<file path="config.mk">
export PLATFORM = sky130hd
export DESIGN_NAME = board_led_ctrl
export DESIGN_NICKNAME = d
export VERILOG_FILES = /design/src/rtl/board_pkg.sv /design/src/rtl/led_stretch.sv /design/src/rtl/board_led_ctrl.sv
export SDC_FILE = /design/constraint.sdc
export NUM_CORES = 1
export LEC_CHECK = 0
export CORE_MARGIN = 5
export CORE_UTILIZATION = 58
export DETAILED_ROUTE_END_ITERATION = 10
export PLACE_DENSITY = 0.86
export SLEW_MARGIN = 40
export SYNTH_ARGS = -nofsm -noshare
export SYNTH_HDL_FRONTEND = slang
export SYNTH_HIERARCHICAL = 1
export SYNTH_SLANG_ARGS = --single-unit
</file>
<file path="constraint.sdc">
create_clock -name sysclk -period 3 [get_ports sysclk]
set_input_delay 0.6 -clock sysclk [delete_from_list [all_inputs] [get_ports sysclk]]
set_output_delay 0.6 -clock sysclk [all_outputs]
set_load 0.02 [all_outputs]
</file>
<file path="src/rtl/board_pkg.sv">
// board_pkg: shared constants, types and helpers for the board LED conditioning stage.
//   LED_* : bit positions in the 6-bit board LED vector
//   sync_t: bundle of the inputs that pass through the synchronizer
//   ms_div: sysclk cycles per millisecond (integer division)
//   cnt_w : bits needed to count 0..n-1 (at least 1)
package board_pkg;

    localparam int unsigned LED_W     = 6;
    localparam int unsigned LED_RED   = 0;
    localparam int unsigned LED_GREEN = 1;
    localparam int unsigned LED_RUN   = 2;
    localparam int unsigned LED_CPU   = 3;
    localparam int unsigned LED_RX    = 4;
    localparam int unsigned LED_TX    = 5;

    // Inputs carried through the synchronizer; unused cpu_led bits are not synchronized.
    typedef struct packed {
        logic [1:0] lamp;     // cpu_led[1:0], steady red/green
        logic       grant;    // cpu_led[3], CPU grant
        logic       run_n;
        logic       uart_rx;
        logic       uart_tx;
    } sync_t;

    // Synchronizer reset value: every input at its idle level.
    localparam sync_t SYNC_IDLE = '{lamp: 2'b00, grant: 1'b0, run_n: 1'b1,
                                    uart_rx: 1'b1, uart_tx: 1'b1};

    typedef enum logic [1:0] {
        HB_IDLE = 2'd0,
        HB_ON   = 2'd1,
        HB_OFF  = 2'd2
    } hb_state_t;

    function automatic int unsigned ms_div(input int unsigned clk_hz);
        return clk_hz / 1000;
    endfunction

    function automatic int unsigned cnt_w(input int unsigned n);
        return (n > 1) ? $clog2(n) : 1;
    endfunction

endpackage

</file>
<file path="src/rtl/led_stretch.sv">
// led_stretch: one pulse-stretch channel.
//   sysclk, sys_rst_n : clock, async active-low reset
//   tick              : 1-cycle millisecond strobe
//   trig              : level trigger, (re)loads the on-time
//   lit               : channel lit (trigger high or on-time remaining)
module led_stretch #(
    parameter int unsigned STRETCH_MS = 50
) (
    input  logic sysclk,
    input  logic sys_rst_n,
    input  logic tick,
    input  logic trig,
    output logic lit
);

    localparam int unsigned CNT_W = $clog2(STRETCH_MS + 1);

    logic [CNT_W-1:0] cnt_q;

    // Remaining on-time in ms; a trigger wins over a simultaneous tick.
    always_ff @(posedge sysclk or negedge sys_rst_n) begin
        if (!sys_rst_n) begin
            cnt_q <= '0;
        end else if (trig) begin
            cnt_q <= CNT_W'(STRETCH_MS);
        end else if (tick && (cnt_q != '0)) begin
            cnt_q <= cnt_q - CNT_W'(1);
        end
    end

    assign lit = trig | (cnt_q != '0);

endmodule

</file>
<file path="src/rtl/board_led_ctrl.sv">
// board_led_ctrl: conditions CPU board status into six active-low board LEDs.
//   sysclk, sys_rst_n : clock, async active-low reset
//   cpu_led[5:0]      : CPU LED vector, active-high (bits 2,4,5 ignored)
//   run_n             : CPU RUN_n, low while running
//   uart_rx, uart_tx  : UART pins, idle high
//   led[5:0]          : board LEDs, active-low
// Optional feature macro LED_HEARTBEAT_EN: blink led[2] while running
// instead of holding it steady.
module board_led_ctrl
    import board_pkg::*;
#(
    parameter int unsigned CLK_HZ     = 39_321_600,
    parameter int unsigned STRETCH_MS = 50,
    parameter int unsigned HB_HALF_MS = 500
) (
    input  logic             sysclk,
    input  logic             sys_rst_n,
    input  logic [LED_W-1:0] cpu_led,
    input  logic             run_n,
    input  logic             uart_rx,
    input  logic             uart_tx,
    output logic [LED_W-1:0] led
);

    localparam int unsigned MS_DIV = ms_div(CLK_HZ);
    localparam int unsigned PRE_W  = cnt_w(MS_DIV);

    sync_t            sync_d_c;
    sync_t            sync_q1;
    sync_t            sync_q2;
    logic [PRE_W-1:0] pre_q;
    logic             tick_c;
    logic [2:0]       trig_c;
    logic [2:0]       lit_c;
    logic             run_lit_c;
    logic [LED_W-1:0] led_nx_c;
    logic             unused_c;

    // Ignored CPU LED bits and the heartbeat period (default build).
    assign unused_c = ^{cpu_led[5:4], cpu_led[2], HB_HALF_MS};

    always_comb begin
        sync_d_c         = SYNC_IDLE;
        sync_d_c.lamp    = cpu_led[1:0];
        sync_d_c.grant   = cpu_led[3];
        sync_d_c.run_n   = run_n;
        sync_d_c.uart_rx = uart_rx;
        sync_d_c.uart_tx = uart_tx;
    end

    // Two-flop synchronizer, reset to idle levels.
    always_ff @(posedge sysclk or negedge sys_rst_n) begin
        if (!sys_rst_n) begin
            sync_q1 <= SYNC_IDLE;
            sync_q2 <= SYNC_IDLE;
        end else begin
            sync_q1 <= sync_d_c;
            sync_q2 <= sync_q1;
        end
    end

    // Free-running millisecond prescaler.
    assign tick_c = (pre_q == PRE_W'(MS_DIV - 1));

    always_ff @(posedge sysclk or negedge sys_rst_n) begin
        if (!sys_rst_n) begin
            pre_q <= '0;
        end else if (tick_c) begin
            pre_q <= '0;
        end else begin
            pre_q <= pre_q + PRE_W'(1);
        end
    end

    assign trig_c = {~sync_q2.uart_tx, ~sync_q2.uart_rx, sync_q2.grant};

    led_stretch #(.STRETCH_MS(STRETCH_MS)) u_cpu (
        .sysclk    (sysclk),
        .sys_rst_n (sys_rst_n),
        .tick      (tick_c),
        .trig      (trig_c[0]),
        .lit       (lit_c[0])
    );

    led_stretch #(.STRETCH_MS(STRETCH_MS)) u_rx (
        .sysclk    (sysclk),
        .sys_rst_n (sys_rst_n),
        .tick      (tick_c),
        .trig      (trig_c[1]),
        .lit       (lit_c[1])
    );

    led_stretch #(.STRETCH_MS(STRETCH_MS)) u_tx (
        .sysclk    (sysclk),
        .sys_rst_n (sys_rst_n),
        .tick      (tick_c),
        .trig      (trig_c[2]),
        .lit       (lit_c[2])
    );

`ifdef LED_HEARTBEAT_EN
    localparam int unsigned HB_W = cnt_w(HB_HALF_MS);

    hb_state_t       hb_q;
    hb_state_t       hb_nx_c;
    logic [HB_W-1:0] phase_q;
    logic [HB_W-1:0] phase_nx_c;
    logic            running_c;

    assign running_c = ~sync_q2.run_n;

    // Heartbeat state and phase register.
    always_ff @(posedge sysclk or negedge sys_rst_n) begin
        if (!sys_rst_n) begin
            hb_q    <= HB_IDLE;
            phase_q <= '0;
        end else begin
            hb_q    <= hb_nx_c;
            phase_q <= phase_nx_c;
        end
    end

    // Entering run restarts the phase lit; each HB_HALF_MS ticks flips the lamp.
    always_comb begin
        hb_nx_c    = hb_q;
        phase_nx_c = phase_q;
        case (hb_q)
            HB_IDLE: begin
                if (running_c) begin
                    hb_nx_c    = HB_ON;
                    phase_nx_c = '0;
                end
            end
            HB_ON, HB_OFF: begin
                if (!running_c) begin
                    hb_nx_c    = HB_IDLE;
                    phase_nx_c = '0;
                end else if (tick_c) begin
                    if (phase_q == HB_W'(HB_HALF_MS - 1)) begin
                        phase_nx_c = '0;
                        hb_nx_c    = (hb_q == HB_ON) ? HB_OFF : HB_ON;
                    end else begin
                        phase_nx_c = phase_q + HB_W'(1);
                    end
                end
            end
            default: begin
                hb_nx_c    = HB_IDLE;
                phase_nx_c = '0;
            end
        endcase
    end

    // Lamp follows the next state so the output register shows it with input latency.
    always_comb begin
        run_lit_c = (hb_nx_c == HB_ON);
    end
`else
    assign run_lit_c = ~sync_q2.run_n;
`endif

    always_comb begin
        led_nx_c            = '1;
        led_nx_c[LED_RED]   = ~sync_q2.lamp[0];
        led_nx_c[LED_GREEN] = ~sync_q2.lamp[1];
        led_nx_c[LED_RUN]   = ~run_lit_c;
        led_nx_c[LED_CPU]   = ~lit_c[0];
        led_nx_c[LED_RX]    = ~lit_c[1];
        led_nx_c[LED_TX]    = ~lit_c[2];
    end

    // Output register; all LEDs dark in reset.
    always_ff @(posedge sysclk or negedge sys_rst_n) begin
        if (!sys_rst_n) begin
            led <= '1;
        end else begin
            led <= led_nx_c;
        end
    end

endmodule

</file>
==> metrics.txt <==
CP Cell Sequence inv_1, ha_1, nor4bb_1, nand3_1, nor4_4, or4b_1, a211o_1, a21oi_2; Combinational Power Share ~3.2%; Mapped Nets around 250; CP startpoint pre_q[0]; P_int 0.976 mW; Top Family by Delay on Critical Path simple AND/OR/NAND/NOR gates; Final Cycle Share 83.8%; antenna-violating nets left 0; layout cell share with drive strength beyond 1 13.0%; WS Path Type register to register; register area around 1300 sq um; reg2reg start pre_q[0]; ANT cells 0; PnR worst setup slack between 400 and 500 ps; I/O pins 17; Pre-antenna DRT Iters 4; CTS-repair resized insts 0; top post-synthesis cells by area dfrtp_1, dfstp_2, nor2_1; Reg power frac 58.2%; P&R area growth vs syn 10.9%; full die area 5720 sq um; largest net degree at the start of global routing 39; Netlist Area Pre-Place 2500 sq um; clock root buffer master clkbuf_8; Syn Area/Cell approximately 11 sq um; crit path max fanout 8; Worst-path clk slew around 90 ps; met1 Use GR ~23%; All-Layer GR Usage around 17%; register area share after synthesis between 50% and 60%; Top Usage Layer GRT met2; total gr overflow 0; peak per-stage delay on the critical path roughly 530 ps; Mapped Cells 235; clock buffer depth 2; RSZ-0062 raised after global routing false; Max Clk Rate 398 MHz; Worst VDD drop 0.317 mV; largest area contributor in the netlist dfrtp_1; grt met3 use under 10%; Net Switching between 0.2 and 0.3 mW; worst hold path class input port to async pin; DRC 0; PnR Total Power around 1.2 mW; clk_skew about 5.2 ps; worst slew pin tran around 480 ps; routed via count between 1500 and 2000; pwr dens 446 nW/um^2; setup TNS 0 ps; die span in x ~76 microns; DP HPWL approximately 3.0 mm; routed length per placed instance approximately 14 microns; dpl ws about 540 ps; max cap viols 0; WP data required between 3000 and 4000 ps; Seq cells post-synth 52; Worst-Skew Late Latency about 310 ps; leakage around 1.2 nW; Most used DFF post-synth dfrtp_1; Critical Path AT between 2000 and 3000 ps; H-tree depth 2; number of flops mapped to enable cells by yosys 0; CP Buf/Inv Count 1; most common cell after layout, fill and taps aside dfrtp_1; Initial DRC Count about 210; Switching Share 21.1%; met2 Use GR around a quarter; Tmin final 2510 ps; global-route wire length before repair between 7 and 8 mm; ys async rst share 100%; Setup crit start kind register; number of fill cells slightly above 300; Clock power frac 38.6%; CTS Sinks 52; setup bufs post-CTS 0; count of cell types in the netlist 32; Final setup viols 0; most frequent cells in the layout dfrtp_1, nor2_1, inv_1; initial antenna violation count 0; area of the multi-input gates between 1000 and 1500 sq um; max_slew headroom around 68%; Placer Congestion about 0.84; Core Footprint around 4100 sq um; CP Capture Type register; Initial Util approximately three fifths; die height about 76 microns; count of yosys warnings during synthesis 6; number of global-route vias before repair between 1500 and 2000; vias per cell 5.86; PortBufs 13; nets 271; cts hold-fix bufs 0; Synth top area share roughly two fifths; status completed; final slew viol count 0; Final Hold Vio Count 0; CTS tree yes; row count 23; CTS buffer count 5; Routed WL approximately 4.3 mm; critical path's slowest cell or4b_1
Yosys cell counts (all sizes together) (4+ instances only):
cell type and count:
nor2 30, nand2 17, buf 7, nor4bb 7, inv 21, xor2 5, nor3 8, dfrtp 40
nand3 13, xnor2 9, o211ai 6, or4b 4, dfstp 12, a21oi 6, a211o 6, ha 8
nor2b 4, nand4 10
power groups by stage:
| stage | combinational [mW] | clock (mW) | sequential [mW] |
|---|---|---|---|
| detailed placement | 0.0400 | 0 | 0.734 |
| floorplan | 0.0108 | 0 | 0.734 |
| global route | 0.0443 | 0.522 | 0.721 |
| finish | 0.0390 | 0.478 | 0.720 |
| global placement | 0.0389 | 0 | 0.733 |
| CTS | 0.0404 | 0.492 | 0.720 |
layer usage:
metal	part of all wire [%]	vias up
met1	45	865
met5	0	-
li1	-	854
met2	48	46
met3	5.0	11
met4	2.1	0
per-stage QoR:
step | hold WS, ps | cell area [sq um] | util [%] | cells
after floorplan | 304 | 2500 | - | 235
after global placement | 335 | 2660 | 65.1 | 295
after detailed placement | 336 | 2660 | 65.1 | 295
after CTS | 171 | 2770 | 67.8 | 303
after global routing | 182 | 2770 | 67.8 | 303
final | 169 | 2770 | 67.8 | 303
state kept, by name, summed over array words and instances, names as in the netlist:
register     count
pre_q           16
led              6
sync_q1          6
u_cpu/cnt_q      6
u_rx/cnt_q       6
u_tx/cnt_q       6
sync_q2          5
led_nx_c         1
path summary, 6_finish.rpt:
check                                 endpoint  slack, ps  cells past startpoint
worst max register to register  u_cpu/cnt_q[3]        490                      8
max in group asynchronous               led[5]       2040                      2
min in group sysclk                 sync_q2[4]        350                      0
worst max-delay path            u_cpu/cnt_q[3]        490                      8
worst min register to register      sync_q2[4]        350                      0
worst min-delay path                  pre_q[9]        170                      1
cells by family (layout without fill, tap and decap cells):
group | Yosys count | in the layout | synth area share, %
buffers and inverters | 28 | 46 | 5.41
muxes | 3 | 3 | 1.20
adders and majority gates | 8 | 8 | 4.01
AOI/OAI and AO/OA | 27 | 27 | 8.57
and+or+nand+nor | 103 | 103 | 23.2
DFF | 52 | 52 | 52.7
xor gates and xnor gates | 14 | 14 | 4.91
worst reg2reg max path: stages, from the launching register on:
cell and delay, ps:
dfrtp_1 430, inv_1 70, ha_1 130, nor4bb_1 310, nand3_1 170, nor4_4 380
or4b_1 530, a211o_1 310, a21oi_2 120
cell type report:
cell class | count | share of cell area [%]
clock buffer | 5 | 2.48
clock inverter | 3 | 1.54
inverter | 21 | 2.85
multi-input combinational | 155 | 37.8
sequential | 52 | 47.5
tap | 50 | 2.26
timing repair buffer | 17 | 5.60
(Power assumes the default switching activity.)
